## config.mk

```make
export PLATFORM = sky130hd
export DESIGN_NAME = ex_hazard_mem_latch
export DESIGN_NICKNAME = d
export VERILOG_FILES = /design/src/rtl/ex_hazard_mem_latch.sv
export SDC_FILE = /design/constraint.sdc
export NUM_CORES = 1
export LEC_CHECK = 0
export ABC_AREA = 1
export ABC_CLOCK_PERIOD_IN_PS = 5260
export BUFFER_PORTS_ARGS = -buffer_cell sky130_fd_sc_hd__buf_2
export CAP_MARGIN = 20
export CELL_PAD_IN_SITES_DETAIL_PLACEMENT = 1
export CELL_PAD_IN_SITES_GLOBAL_PLACEMENT = 2
export CORE_MARGIN = 2
export CORE_UTILIZATION = 28
export CTS_CLUSTER_DIAMETER = 120
export DETAILED_ROUTE_END_ITERATION = 8
export GPL_TIMING_DRIVEN = 0
export PLACE_DENSITY_LB_ADDON = 0.1
export SKIP_LAST_GASP = 1
export SLEW_MARGIN = 20
export SYNTH_ARGS = -nofsm -noshare
export SYNTH_HDL_FRONTEND = slang
export SYNTH_SLANG_ARGS = --single-unit
```

## constraint.sdc

```tcl
create_clock -name clk -period 5.26 [get_ports clk]
set_input_delay 0.789 -clock clk [delete_from_list [all_inputs] [get_ports clk]]
set_output_delay 0.789 -clock clk [all_outputs]
set_load 0.005 [all_outputs]
```

## src/rtl/ex_hazard_mem_latch.sv

```systemverilog
// Execute stage of the PA-RISC-subset pipeline: operand handler, ALU, branch condition,
// hazard detection and forwarding selects, PSW carry, and the EX/MEM pipeline register.
module ex_hazard_mem_latch (
  input  logic        clk,
  input  logic        rst,
  input  logic [7:0]  ret_addr_i,
  input  logic [7:0]  ta_in_i,
  input  logic [31:0] fpa_i,
  input  logic [31:0] fpb_i,
  input  logic [20:0] im_i,
  input  logic [4:0]  idr_i,
  input  logic [20:0] ctrl_i,
  input  logic [4:0]  ra_i,
  input  logic [4:0]  rb_i,
  input  logic [1:0]  sr_i,
  input  logic [4:0]  wb_rd_i,
  input  logic        wb_rf_le_i,
  output logic        ex_j_o,
  output logic [7:0]  target_address_o,
  output logic [31:0] ex_out_o,
  output logic [31:0] ex_out_in_o,
  output logic [31:0] ex_di_in_o,
  output logic [4:0]  ex_rd_in_o,
  output logic        l_in_o,
  output logic        rf_le_in_o,
  output logic [3:0]  ram_ctrl_in_o,
  output logic        nop_o,
  output logic        le_o,
  output logic [1:0]  a_s_o,
  output logic [1:0]  b_s_o
);

  localparam logic [3:0] ALU_ADD   = 4'b0000;
  localparam logic [3:0] ALU_ADC   = 4'b0001;
  localparam logic [3:0] ALU_SUB   = 4'b0010;
  localparam logic [3:0] ALU_SBC   = 4'b0011;
  localparam logic [3:0] ALU_RSB   = 4'b0100;
  localparam logic [3:0] ALU_OR    = 4'b0101;
  localparam logic [3:0] ALU_XOR   = 4'b0110;
  localparam logic [3:0] ALU_AND   = 4'b0111;
  localparam logic [3:0] ALU_PASSA = 4'b1000;
  localparam logic [3:0] ALU_PASSB = 4'b1001;

  logic [1:0] psw_le_re;
  logic       br_en;
  logic [2:0] soh_op;
  logic [3:0] alu_op;
  logic [3:0] ram_ctrl;
  logic       load_sel;
  logic       rf_le;
  logic       ub;
  logic       neg_cond;
  logic [2:0] cond;

  assign {psw_le_re, br_en, soh_op, alu_op, ram_ctrl, load_sel, rf_le, ub, neg_cond, cond} = ctrl_i;

  logic [31:0] ex_out_in_q, ex_di_in_q;
  logic [4:0]  ex_rd_in_q;
  logic        l_in_q, rf_le_in_q;
  logic [3:0]  ram_ctrl_in_q;
  logic        c_q, c_d;

  logic [31:0] op_b;
  logic [32:0] sum;
  logic [31:0] alu_res;
  logic        alu_c, alu_v, alu_z, alu_n;
  logic        cin;
  logic        cond_raw;

  // NOTE: every signal written in an always_comb gets a default first, so no path
  // through the case statements can leave it unassigned and infer a latch.
  always_comb begin
    op_b = fpb_i;
    case (soh_op)
      3'b001:  op_b = {{21{im_i[10]}}, im_i[10:0]};
      3'b010:  op_b = {{18{im_i[13]}}, im_i[13:0]};
      3'b011:  op_b = {im_i, 11'b0};
      3'b100:  op_b = {27'b0, im_i[4:0]};
      default: op_b = fpb_i;
    endcase
  end

  assign cin = psw_le_re[0] & c_q;

  // Subtracts are A + ~B + carry-in, so carry-out = 1 means "no borrow".
  always_comb begin
    sum     = '0;
    alu_res = '0;
    alu_c   = 1'b0;
    alu_v   = 1'b0;
    case (alu_op)
      ALU_ADD, ALU_ADC: begin
        sum     = {1'b0, fpa_i} + {1'b0, op_b} + {32'b0, (alu_op == ALU_ADC) & cin};
        alu_res = sum[31:0];
        alu_c   = sum[32];
        alu_v   = (fpa_i[31] == op_b[31]) && (alu_res[31] != fpa_i[31]);
      end
      ALU_SUB, ALU_SBC: begin
        sum     = {1'b0, fpa_i} + {1'b0, ~op_b} + {32'b0, (alu_op == ALU_SUB) | cin};
        alu_res = sum[31:0];
        alu_c   = sum[32];
        alu_v   = (fpa_i[31] != op_b[31]) && (alu_res[31] != fpa_i[31]);
      end
      ALU_RSB: begin
        sum     = {1'b0, op_b} + {1'b0, ~fpa_i} + 33'd1;
        alu_res = sum[31:0];
        alu_c   = sum[32];
        alu_v   = (op_b[31] != fpa_i[31]) && (alu_res[31] != op_b[31]);
      end
      ALU_OR:    alu_res = fpa_i | op_b;
      ALU_XOR:   alu_res = fpa_i ^ op_b;
      ALU_AND:   alu_res = fpa_i & op_b;
      ALU_PASSA: alu_res = fpa_i;
      ALU_PASSB: alu_res = op_b;
      default:   alu_res = '0;
    endcase
  end

  assign alu_z = (alu_res == 32'd0);
  assign alu_n = alu_res[31];

  always_comb begin
    cond_raw = 1'b0;
    case (cond)
      3'd1:    cond_raw = alu_z;
      3'd2:    cond_raw = alu_n ^ alu_v;
      3'd3:    cond_raw = (alu_n ^ alu_v) | alu_z;
      3'd4:    cond_raw = ~alu_c;
      3'd5:    cond_raw = ~alu_c | alu_z;
      3'd6:    cond_raw = alu_v;
      3'd7:    cond_raw = alu_res[0];
      default: cond_raw = 1'b0;
    endcase
  end

  assign ex_j_o           = ub | (br_en & (cond_raw ^ neg_cond));
  assign target_address_o = ta_in_i;
  assign ex_out_o         = ub ? {24'b0, ret_addr_i} : alu_res;

  // Priority EX > MEM > WB; GR0 is hardwired zero and is never forwarded.
  function automatic logic [1:0] fwd_sel(input logic [4:0] rs,
                                         input logic ex_we,  input logic [4:0] ex_rd,
                                         input logic mem_we, input logic [4:0] mem_rd,
                                         input logic wb_we,  input logic [4:0] wb_rd);
    logic [1:0] sel;
    sel = 2'b00;
    if (rs != 5'd0) begin
      if (ex_we && ex_rd == rs)        sel = 2'b01;
      else if (mem_we && mem_rd == rs) sel = 2'b10;
      else if (wb_we && wb_rd == rs)   sel = 2'b11;
    end
    return sel;
  endfunction

  assign a_s_o = fwd_sel(ra_i, rf_le, idr_i, rf_le_in_q, ex_rd_in_q, wb_rf_le_i, wb_rd_i);
  assign b_s_o = fwd_sel(rb_i, rf_le, idr_i, rf_le_in_q, ex_rd_in_q, wb_rf_le_i, wb_rd_i);

  assign nop_o = load_sel & rf_le & (idr_i != 5'd0) &
                 ((sr_i[1] & (ra_i == idr_i)) | (sr_i[0] & (rb_i == idr_i)));
  assign le_o  = ~nop_o;

  assign c_d = psw_le_re[1] ? alu_c : c_q;

  // NOTE: sequential state uses non-blocking assignments so every flop samples
  // pre-edge values regardless of statement order.
  always_ff @(posedge clk or posedge rst) begin
    if (rst) begin
      ex_out_in_q   <= '0;
      ex_di_in_q    <= '0;
      ex_rd_in_q    <= '0;
      l_in_q        <= 1'b0;
      rf_le_in_q    <= 1'b0;
      ram_ctrl_in_q <= '0;
      c_q           <= 1'b0;
    end else begin
      ex_out_in_q   <= ex_out_o;
      ex_di_in_q    <= fpb_i;
      ex_rd_in_q    <= idr_i;
      l_in_q        <= load_sel;
      rf_le_in_q    <= rf_le;
      ram_ctrl_in_q <= ram_ctrl;
      c_q           <= c_d;
    end
  end

  assign ex_out_in_o   = ex_out_in_q;
  assign ex_di_in_o    = ex_di_in_q;
  assign ex_rd_in_o    = ex_rd_in_q;
  assign l_in_o        = l_in_q;
  assign rf_le_in_o    = rf_le_in_q;
  assign ram_ctrl_in_o = ram_ctrl_in_q;

endmodule

```

# == After elaboration in Yosys (flattened, before gate mapping) ==
# Cells that the tools add are included.
# Widths: inputs -> output; s select.
# classes
n_addsub,6
n_eq_ne,34
muxes,14
bitwise_logic,22
reduce_logical,16
# op_table
operator,n
$pmux 32 s8,1
$pmux 32 s4,1
$add 32x32->33,3
$add 33x1->33,2
$not 32->32,2
$eq 5x5->1,8
$add 33x1->33 const B,1
$and 32x32->32,1
$logic_not 32->1,1
$mux 32,1
$or 32x32->32,1
$xor 32x32->32,1
$eq 4x3->1 const B,4
$mux 2,8
$eq 3x3->1 const B,5
$reduce_bool 5->1,3
$eq 3x2->1 const B,4
$logic_and 1x1->1,9
$and 1x1->1,8
$eq 4x2->1 const B,2
$eq 4x4->1 const B,2
$pmux 1 s7,1
$eq 3x1->1 const B,2
$pmux 1 s3,2
other kinds (8),19
# totals
register_bits,76
inputBits,147
out_inout_bits,122
elab_cells,99

# == Logic depth before layout (Yosys ltp) ==
# Gate-level depths: netlist of the first run.
# depth
ltp_word,14
ltp_mapped,35
depth_no_buf,35

# == Worst setup path before layout of the first run ==
# Ideal clock, no wire load.
# synth_timing
path_type,input -> output
start,in ctrl_i[17]
end,out ex_j_o
arrival_ns,3.815
required_ns,4.471
slack_ns,0.656
stages,32
path_buffers,1
cell_sequence,inv_2 -> nand3_2 -> nand2_4 -> nor2_8 -> buf_6 -> nand2_1 -> nand2_2 -> inv_1 -> fa_1 -> inv_1 -> fa_1 -> inv_1 -> nand3_1 -> nand2_1 -> nand2_1 -> nand2_1 -> nand2_1 -> nand2_1 -> nand2_1 -> nand3_1 -> nand3_1 -> nor2_1 -> nand3_1 -> nor2_1 -> nand2_1 -> nor2_2 -> nand2_1 -> nand2_1 -> nand2_1 -> nand3_1 -> nand3_1 -> nand2_1
# synth_between
elab_chain_len,14
word_cells_on_any_way,36
cone_classes,6 x add/sub; 10 x eq/ne; 5 x mux; 11 x bitwise; 4 x reduce/logical
# synth_lines
item,line_no,rtl
start: declaration,12,"input logic [20:0] ctrl_i,"
$eq 3x3->1 (tied with other cells),74,case (soh_op)
$pmux 32 s4 *,74,
"parallel branches: the longest is 8 deep, another holds $add 32x32->33",n/a,
$pmux 1 s7 *,124,case (cond)
$xor 1x1->1 *,136,assign ex_j_o = ub | (br_en & (cond_raw ^ neg_cond));
$and 1x1->1 *,136,
$or 1x1->1 *,136,
end: declaration,18,"output logic ex_j_o,"
# Every way passes the cells marked *.

# == Worst setup path after layout of the first run ==
# layout_timing
start,in ctrl_i[15]
end,out ex_j_o
# Same word-level chain as after synthesis.

==> results of run 1 <==
placed cells by master, fill, tap and decap left out, types with 9 or more instances in the layout:
cell type	synthesis	layout
buf_6	2	18
dfrtp_1	76	76
nand2_1	830	695
nor3_1	20	11
ha_4	0	30
nand3_1	232	181
ha_1	133	99
o22ai_1	23	23
a21oi_4	0	10
inv_1	370	319
a21oi_2	10	43
clkinvlp_4	0	10
a21oi_1	107	64
nor2_1	288	176
nand2_4	2	46
nand2_2	11	99
o21bai_1	17	13
buf_2	24	273
nand3_2	2	39
nand3_4	0	14
clkbuf_16	0	9
nor2_2	4	59
o21ai_0	42	32
nand4_1	39	39
o2111ai_1	14	14
nor2_4	0	57
o21ai_1	1	9
inv_2	9	42
buf_4	16	117
how the worst min path moves through the flow:
stage | startpoint | endpoint | slack (ps) | depth (start not counted)
2_1_floorplan | c_q | c_q | 510 | 2
3_3_place_gp | c_q | c_q | 640 | 2
3_5_place_dp | c_q | c_q | 660 | 2
4_1_cts | rst | ex_out_in_o[15] | 470 | 2
5_1_grt | rst | ex_di_in_o[4] | 500 | 2
6_report | rst | ex_out_in_o[15] | 460 | 2
state kept, by name, summed over array words and instances (netlist names):
register       flops
ram_ctrl_in_o      4
c_q                1
l_in_o             1
ex_rd_in_o         5
rf_le_in_o         1
ex_di_in_o        32
ex_out_in_o       32
routing by layer:
layer | share of wire, % | track usage, % | up-vias
met2 | 45 | 52.6 | 565
met1 | 45 | 43.1 | 8299
met4 | 3.0 | 10.7 | 4
li1 | - | - | 8139
met5 | 0.025 | 0 | -
met3 | 6.4 | 4.54 | 87
area by class of cell:
class | count | area (µm²)
multi-input combinational | 1829 | 11500
timing repair buffer | 378 | 2340
tap | 600 | 751
buffer | 53 | 399
sequential | 76 | 1900
clock buffer | 9 | 225
inverter | 381 | 1490
fill | 6104 | 26600
clock inverter | 7 | 124
antenna | 1 | 2.50
per-stage QoR:
| stage | setup slack [ps] | instances | util [%] |
|---|---|---|---|
| finish | -75.8 | 3334 | 41.3 |
| global route | -271 | 3333 | 41.3 |
| CTS | -62.0 | 3290 | 38.7 |
| detailed placement | -1050 | 3200 | 32.9 |
| global placement | -1000 | 3199 | 32.9 |
| floorplan | 656 | 2339 | - |
logic make-up (layout without fill, tap and decap cells):
| group | count (synthesis) | count (layout) | synth area share, % |
|---|---|---|---|
| DFF | 76 | 76 | 14.8 |
| other | 0 | 1 | 0 |
| and+or+nand+nor | 1453 | 1453 | 46.9 |
| adders and majority gates | 138 | 138 | 13.7 |
| AOI/OAI and AO/OA | 228 | 228 | 10.5 |
| buffers and inverters | 434 | 828 | 13.5 |
| xor gates and xnor gates | 10 | 10 | 0.681 |
what timing repair did:
action / CTS / global route
setup buffers: 71 / 42
endpoints found under the setup margin: 17 / 3
cloned: 3 / 1
pin swaps: 92 / 118
gates resized for setup: 446 / 231
power breakdown:
part | internal [µW] | switching [µW] | leakage, µW
Clock | 466 | 260 | 0.000166
Combinational | 1010 | 1870 | 0.00873
Sequential | 628 | 13.9 | 0.000934
Total | 2100 | 2140 | 0.00983
critical path: cells and delay by family:
| kind | cells | cell delay, ps |
|---|---|---|
| buf+inv | 6 | 700 |
| fa+ha+maj | 1 | 290 |
| simple gates | 26 | 2740 |
==> flow_metrics.env, run 1 <==
export IMPL_status="complete, but fails checks"
export IMPL_failed_checks="setup timing"
export IMPL_wl_um=78600
export IMPL_startpoint_type="input port"
export IMPL_grt_usage_pct=32.1
export IMPL_grt_pass1_wl_um=112000
export IMPL_synth_top_area_share_pct=24.2
export IMPL_synth_area_um2=12900
export IMPL_area_growth_pct=45.7
export IMPL_drive_gt1_share_pct=34.2
export IMPL_critical_path_max_stage_delay_ps=290
export IMPL_synth_warnings=0
export IMPL_synth_edf_count=0
export IMPL_numCtsBuffers=9
export IMPL_rows=78
export IMPL_fin_nets=3013
export IMPL_coreArea_um2=45400
export IMPL_max_freq_ghz=0.187
export IMPL_synthTopCellsByArea="nand2_1 (24%), dfrtp_1 (15%), ha_1 (13%)"
export IMPL_hpwl_um=66000
export IMPL_via_per_inst=5.13
export IMPL_avgSynthCellArea_um2=5.50
export IMPL_holdBufCountCts=0
export IMPL_cap_violations=0
export IMPL_netlist_top_cells_count="nand2_1 (830), inv_1 (370), nor2_1 (288), nand3_1 (232), ha_1 (133)"
export IMPL_irDropWorstVdd_v=0.000274
export IMPL_clkTransAtPathRegs_ps=60
export IMPL_arrival_ps=4550
export IMPL_clock_root_buffer="clkbuf_16"
export IMPL_portBuffers=260
export IMPL_ys_ff_latch=76
export IMPL_r2r_end="ex_out_in_o[29]"
export IMPL_slew_headroom_pct=36.6
export IMPL_critical_path_class="in2out"
export IMPL_r2r_start="c_q"
export IMPL_antenna_found_initial=3
export IMPL_drv_slew=0
export IMPL_worst_pin_slew_ps=951
export IMPL_finalCritPeriodShare_pct=101
export IMPL_die_area_um2=47700
export IMPL_slowest_stage="ha_4"
export IMPL_syn_num_nets=2624
export IMPL_hold_violations=0
export IMPL_via_count=17100
export IMPL_synth_most_common_cell="nand2_1"
export IMPL_crit_end="ex_j_o"
export IMPL_grt_overflow=0
export IMPL_final_setup_viol_count=2
export IMPL_power_density_nw_per_um2=226
export IMPL_die_y_um=218
export IMPL_hold_path_class="in2async"
export IMPL_startpoint="ctrl_i[15]"
export IMPL_grt_pass1_vias=17300
export IMPL_gp_congestion=0.983
export IMPL_finalCriticalPeriod_ps=5340
export IMPL_clock_latency_ps=350
export IMPL_required_ps=4470
export IMPL_end_kind="primary output"
export IMPL_cts_sinks=76
export IMPL_ioPinCount=269
export IMPL_drcViolationCount=0
export IMPL_yosys_cell_types_count=44
export IMPL_synthCells=2339
export IMPL_cts_tree="done"
export IMPL_reg2reg_depth=23
export IMPL_rsz0062_at_grt="true"
export IMPL_whs_ps=463
export IMPL_cp_common_cell="nand2_1"
export IMPL_stdcell_area_um2=18700
export IMPL_postPlaceCellArea_um2=14900
export IMPL_wire_per_inst_um=23.6
export IMPL_fin_skew_ps=7.27
export IMPL_fin_ws_ps=-75.8
export IMPL_clock_path_buffers=2
export IMPL_total_leakage_power_uw=0.00983
export IMPL_crit_fanout=7
export IMPL_htree_levels=3
export IMPL_start_util_pct=28.3
export IMPL_drtAntennaViolNets=0
export IMPL_synth_seq_area_share_pct=14.8
export IMPL_first_iter_violations=1165
export IMPL_firstDrtPassIters=5
export IMPL_p_total_uw=4240
export IMPL_fp_dieW_um=218
export IMPL_setup_tns_ps=-112
export IMPL_synth_largest_area_cell="nand2_1"
export IMPL_ys_async_sr_fraction_pct=100
export IMPL_ys_flop_type="dfrtp_1"
export IMPL_ff2ff_setup_slack_ps=1860
export IMPL_grt_max_degree=40
No activity file was read; power rests on OpenSTA's default activity.
==> run 2: changes to the inputs <==
--- a/config.mk
+++ b/config.mk
@@ -7,18 +7,16 @@
 export LEC_CHECK = 0
 export ABC_AREA = 1
 export ABC_CLOCK_PERIOD_IN_PS = 5260
-export BUFFER_PORTS_ARGS = -buffer_cell sky130_fd_sc_hd__buf_2
 export CAP_MARGIN = 20
 export CELL_PAD_IN_SITES_DETAIL_PLACEMENT = 1
 export CELL_PAD_IN_SITES_GLOBAL_PLACEMENT = 2
 export CORE_MARGIN = 2
-export CORE_UTILIZATION = 28
+export CORE_UTILIZATION = 33
 export CTS_CLUSTER_DIAMETER = 120
 export DETAILED_ROUTE_END_ITERATION = 8
+export DONT_BUFFER_PORTS = 1
 export GPL_TIMING_DRIVEN = 0
 export PLACE_DENSITY_LB_ADDON = 0.1
-export SKIP_LAST_GASP = 1
-export SLEW_MARGIN = 20
 export SYNTH_ARGS = -nofsm -noshare
 export SYNTH_HDL_FRONTEND = slang
 export SYNTH_SLANG_ARGS = --single-unit
==> run 2 against run 1 <==
Against the previous run:
- worst hold slack lost 2.4 ps
- maximum frequency increased by 0.74%
- utilization is 2.8 points higher
- sequential cell count unchanged
- via count shrank 4.2%
- the flow still finishes with violations (setup timing)
- sequential share of layout area increased by 1.0 points
- clock skew hardly changed
- setup slack better by 39 ps
- sequential power increased by 3%
- non-clock buffer count is 263 lower
==> flow_metrics.env, run 2 (synthesis results as in run 1) <==
export IMPL_status="complete, but fails checks"
export IMPL_failed_checks="setup timing"
export IMPL_hold_violations=0
export IMPL_portBuffers=0
export IMPL_fin_cells=2988
export IMPL_max_freq_ghz=0.189
export IMPL_crit_fanout=7
export IMPL_worst_pin_slew_ps=954
export IMPL_critical_path_class="in2out"
export IMPL_ioPinCount=269
export IMPL_firstDrtPassIters=7
export IMPL_antenna_cells=0
export IMPL_fillers=5243
export IMPL_die_area_um2=40600
export IMPL_irDropWorstVdd_v=0.000114
export IMPL_end_kind="primary output"
export IMPL_drive_gt1_share_pct=25.5
export IMPL_power_density_nw_per_um2=234
export IMPL_layout_common_cells="nand2_1 (713), inv_1 (323), nor2_1 (187), nand3_1 (184), buf_4 (117)"
export IMPL_drtAntennaViolNets=0
export IMPL_first_iter_violations=1178
export IMPL_fin_nets=2750
export IMPL_slowest_stage="nand4_1"
export IMPL_holdBufCountCts=0
export IMPL_p_total_uw=3990
export IMPL_startpoint_type="input port"
export IMPL_clock_latency_ps=350
export IMPL_area_growth_pct=32.2
export IMPL_grt_pass1_vias=15800
export IMPL_die_y_um=201
export IMPL_clock_path_buffers=2
export IMPL_htree_levels=3
export IMPL_start_util_pct=33.4
export IMPL_hold_end="ex_di_in_o[12]"
export IMPL_numCtsBuffers=9
export IMPL_r2r_start="c_q"
export IMPL_arrival_ps=4510
export IMPL_fin_ws_ps=-36.7
export IMPL_r2r_end="ex_out_in_o[18]"
export IMPL_drv_slew=0
export IMPL_grt_max_degree=77
export IMPL_via_per_inst=5.48
export IMPL_drcViolationCount=0
export IMPL_worstHoldStart="fpb_i[12]"
export IMPL_reg2reg_depth=19
export IMPL_cts_tree="done"
export IMPL_grt_pass1_wl_um=107000
export IMPL_rsz0062_at_grt="true"
export IMPL_clkTransAtPathRegs_ps=70
export IMPL_wl_um=76900
export IMPL_finalCriticalPeriod_ps=5300
export IMPL_finalCritPeriodShare_pct=101
export IMPL_antenna_found_initial=4
export IMPL_coreArea_um2=38600
export IMPL_final_setup_viol_count=1
export IMPL_post_place_cells=2857
export IMPL_total_leakage_power_uw=0.00859
export IMPL_whs_ps=461
export IMPL_cts_sinks=76
export IMPL_rows=72
export IMPL_required_ps=4470
export IMPL_via_count=16400
export IMPL_grt_usage_pct=35.9
export IMPL_wire_per_inst_um=25.7
export IMPL_hold_path_class="in2reg"
export IMPL_fp_dieW_um=201
export IMPL_critical_path_max_stage_delay_ps=320
export IMPL_fin_skew_ps=7.18
export IMPL_clock_root_buffer="clkbuf_16"
export IMPL_min_path_cells=0
export IMPL_slew_headroom_pct=36.4
export IMPL_cp_common_cell="nand2_2"
export IMPL_ff2ff_setup_slack_ps=1920
export IMPL_grt_overflow=0
export IMPL_layout_commonest_cell="nand2_1"
export IMPL_gp_congestion=0.996
export IMPL_hpwl_um=63400
export IMPL_cap_violations=0
export IMPL_startpoint="ctrl_i[16]"
run 2: metal layers:
| layer | up-vias | part of all wire [%] | track usage (%) |
|---|---|---|---|
| met4 | 0 | 2.5 | 7.96 |
| met2 | 661 | 46 | 60.3 |
| met5 | - | 0 | 0 |
| li1 | 7593 | - | - |
| met1 | 8036 | 43 | 47.8 |
| met3 | 86 | 8.3 | 6.80 |
run 2: repair_timing:
| action | CTS | global route |
|---|---|---|
| pin swaps | 28 | 118 |
| buffers inserted | 24 | 88 |
| gates cloned | 1 | 2 |
| hold endpoints to repair | 0 | 0 |
| endpoints found under the setup margin | 5 | 1 |
| gates resized for setup | 218 | 374 |
run 2: area by class of cell:
type	count	area [µm²]	share of cell area (%)
well taps	518	648	3.81
clock inverters	6	87.6	0.515
multi-input cells	1829	11200	66.1
inverters	381	1500	8.79
plain buffers	53	397	2.33
repair buffers	115	1000	5.91
flip-flops and latches	76	1900	11.2
clock buffers	10	239	1.41
run 2: worst max-delay path: cells and delay by family:
kind | cells | cell delay (ps)
buffers and inverters | 5 | 590
AND/OR/NAND/NOR | 25 | 2840
adder cells (fa/ha/maj) | 1 | 250
run 2: metrics by stage:
| stage | worst slack (ps) | TNS, ps | area, µm² | util, % |
|---|---|---|---|---|
| final | -36.7 | -36.7 | 17000 | 44.1 |
| after global routing | -199 | -199 | 17000 | 44.1 |
| after CTS | 0.0462 | 0 | 14800 | 38.5 |
| after detailed placement | -988 | -1300 | 13500 | 35.1 |
| after global placement | -951 | -1240 | 13500 | 35.0 |
| after floorplan | 656 | 0 | 12900 | - |
run 2: how the worst max path moves through the flow:
stage / cells past startpoint / to
floorplan: 32 / ex_j_o
global placement: 30 / ex_j_o
detailed placement: 31 / ex_j_o
CTS: 30 / ex_j_o
global route: 31 / ex_j_o
finish: 31 / ex_j_o
run 2: where the power goes:
part / internal [µW] / total [µW] / switching (µW)
clock: 428 / 690 / 262
combinational: 891 / 2640 / 1750
sequential: 629 / 661 / 32.1
==> run 3: changes to the inputs <==
--- a/config.mk
+++ b/config.mk
@@ -7,15 +7,14 @@
 export LEC_CHECK = 0
 export ABC_AREA = 1
 export ABC_CLOCK_PERIOD_IN_PS = 5260
+export BUFFER_PORTS_ARGS = -buffer_cell sky130_fd_sc_hd__buf_2
 export CAP_MARGIN = 20
 export CELL_PAD_IN_SITES_DETAIL_PLACEMENT = 1
 export CELL_PAD_IN_SITES_GLOBAL_PLACEMENT = 2
 export CORE_MARGIN = 2
-export CORE_UTILIZATION = 33
+export CORE_UTILIZATION = 28
 export CTS_CLUSTER_DIAMETER = 120
 export DETAILED_ROUTE_END_ITERATION = 8
-export DONT_BUFFER_PORTS = 1
-export GPL_TIMING_DRIVEN = 0
 export PLACE_DENSITY_LB_ADDON = 0.1
 export SYNTH_ARGS = -nofsm -noshare
 export SYNTH_HDL_FRONTEND = slang
==> run 3 against run 2 <==
Against the previous run:
- the flow still finishes with violations (setup timing)
- power up 17%
- sequential cell count unchanged
- utilization up 2.6 points
- via count up 15%
- sequential share of layout area down 2.2 points
- final area up 25%
==> flow_metrics.env, run 3 (synthesis results as in run 1) <==
export IMPL_via_count=18800
export IMPL_required_ps=4470
export IMPL_drtAntennaViolNets=0
export IMPL_drcViolationCount=0
export IMPL_clock_path_buffers=2
export IMPL_holdBufCountCts=0
export IMPL_grt_usage_pct=34.5
export IMPL_min_path_cells=1
export IMPL_fin_ws_ps=-94.5
export IMPL_wl_met3_um=5050
export IMPL_grt_max_degree=77
export IMPL_area_growth_pct=64.8
export IMPL_antenna_cells=0
export IMPL_postPlaceCellArea_um2=18700
export IMPL_r2r_start="c_q"
export IMPL_worst_pin_slew_ps=952
export IMPL_hold_path_class="in2reg"
export IMPL_grt_overflow=0
export IMPL_layout_commonest_cell="nand2_1"
export IMPL_cts_sinks=76
export IMPL_r2r_end="ex_out_in_o[30]"
export IMPL_hpwl_um=71400
export IMPL_finalCritPeriodShare_pct=102
export IMPL_cp_common_cell="nand2_1"
export IMPL_critical_path_class="in2out"
export IMPL_drive_gt1_share_pct=39.8
export IMPL_final_setup_viol_count=1
export IMPL_hold_end="ram_ctrl_in_o[3]"
export IMPL_fin_nets=3412
export IMPL_status="complete, but fails checks"
export IMPL_die_area_um2=47700
export IMPL_arrival_ps=4570
export IMPL_reg2reg_depth=23
export IMPL_stdcell_area_um2=21200
export IMPL_crit_fanout=7
export IMPL_fin_skew_ps=8.99
export IMPL_numCtsBuffers=9
export IMPL_rsz0062_at_grt="true"
export IMPL_cap_violations=0
export IMPL_grt_pass1_vias=19800
export IMPL_met1_length_um=37200
export IMPL_whs_ps=549
export IMPL_rows=78
export IMPL_startpoint_type="input port"
export IMPL_end_kind="primary output"
export IMPL_antenna_found_initial=0
export IMPL_clock_latency_ps=350
export IMPL_setup_tns_ps=-94.5
export IMPL_maxUsedRoutingLayer="met4"
export IMPL_coreArea_um2=45400
export IMPL_fillers=6195
export IMPL_slew_headroom_pct=36.3
export IMPL_wl_met2_um=38400
export IMPL_wl_um=83700
export IMPL_cts_tree="done"
export IMPL_clkTransAtPathRegs_ps=60
export IMPL_clock_root_buffer="clkbuf_16"
export IMPL_first_iter_violations=1396
export IMPL_irDropWorstVdd_v=0.000253
export IMPL_power_density_nw_per_um2=221
export IMPL_wire_per_inst_um=22.4
export IMPL_portBuffers=252
export IMPL_worstHoldStart="ctrl_i[10]"
export IMPL_max_freq_ghz=0.187
export IMPL_total_leakage_power_uw=0.0116
export IMPL_grt_pass1_wl_um=122000
export IMPL_critical_path_max_stage_delay_ps=310
export IMPL_firstDrtPassIters=5
export IMPL_drv_slew=0
export IMPL_die_y_um=218
export IMPL_start_util_pct=28.3
export IMPL_layout_common_cells="nand2_1 (728), buf_4 (552), inv_1 (334), buf_2 (249), nand3_1 (202)"
export IMPL_htree_levels=3
export IMPL_ioPinCount=269
export IMPL_hold_violations=0
export IMPL_via_per_inst=5.04
export IMPL_finalCriticalPeriod_ps=5350
export IMPL_failed_checks="setup timing"
export IMPL_gp_congestion=1.03
export IMPL_slowest_stage="ha_4"
export IMPL_fp_dieW_um=218
export IMPL_ff2ff_setup_slack_ps=1840
==> run 3: cell types whose count changed in the layout (fill, tap and decap cells not counted), sizes merged <==
cell	change
inv	+10
clkbuf	-12
nor2	+1
clkinv	+3
bufinv	-1
buf	+672
clkinvlp	-11
==> run 3: how the worst max path moves through the flow <==
stage	from	to	slack (ps)	depth (start not counted)
after detailed placement	ctrl_i[16]	ex_j_o	-710	36
after floorplan	ctrl_i[17]	ex_j_o	660	32
after CTS	ctrl_i[17]	ex_j_o	0.05	36
after global routing	ctrl_i[17]	ex_j_o	-330	36
after global placement	ctrl_i[16]	ex_j_o	-680	36
final	ctrl_i[17]	ex_j_o	-90	35
==> run 3: report_power, final <==
group	internal, µW	switching, µW	leakage, µW
logic	1450	1960	0.0106
clock network	370	261	0.000146
registers	628	14.1	0.000934
==> run 3: final cells by class <==
cell class              instances  area (µm²)  area share [%]
flip-flops and latches         76        1900            8.97
clock buffers                   9         225            1.06
repair buffers                829        5840            27.6
clock inverters                 7        73.8           0.348
inverters                     381        1450            6.84
multi-input cells            1830       11000            51.7
well taps                     600         751            3.54
==> run 3: stage by stage <==
stage / worst slack, ps / util, % / total power [µW] / std cells
after global routing: -329 / 46.7 / 4970 / 3732
after floorplan: 656 / - / 1870 / 2339
after global placement: -683 / 41.1 / 3480 / 3664
after detailed placement: -709 / 41.1 / 3540 / 3664
final: -94.5 / 46.7 / 4680 / 3732
after CTS: 0.0533 / 45.3 / 4500 / 3717
==> run 3: timing repair <==
| action | 4_1_cts | 5_1_grt |
|---|---|---|
| pin swaps | 72 | 63 |
| setup buffers | 35 | 14 |
| gates resized for setup | 328 | 139 |
| endpoints found under the setup margin | 3 | 2 |
| cloned | 2 | 1 |
==> run 3: worst max-delay path: cells and delay by family <==
family | cells | cell delay (ps)
adders and majority gates | 1 | 310
buffers and inverters | 10 | 1090
and+or+nand+nor | 24 | 2340
==> run 3: routing by layer <==
| layer | GRT usage (%) | up-vias |
|---|---|---|
| li1 | - | 8916 |
| met1 | 45.8 | 9195 |
| met2 | 58.0 | 584 |
| met3 | 3.15 | 105 |
| met4 | 12.4 | 0 |
| met5 | 0 | - |
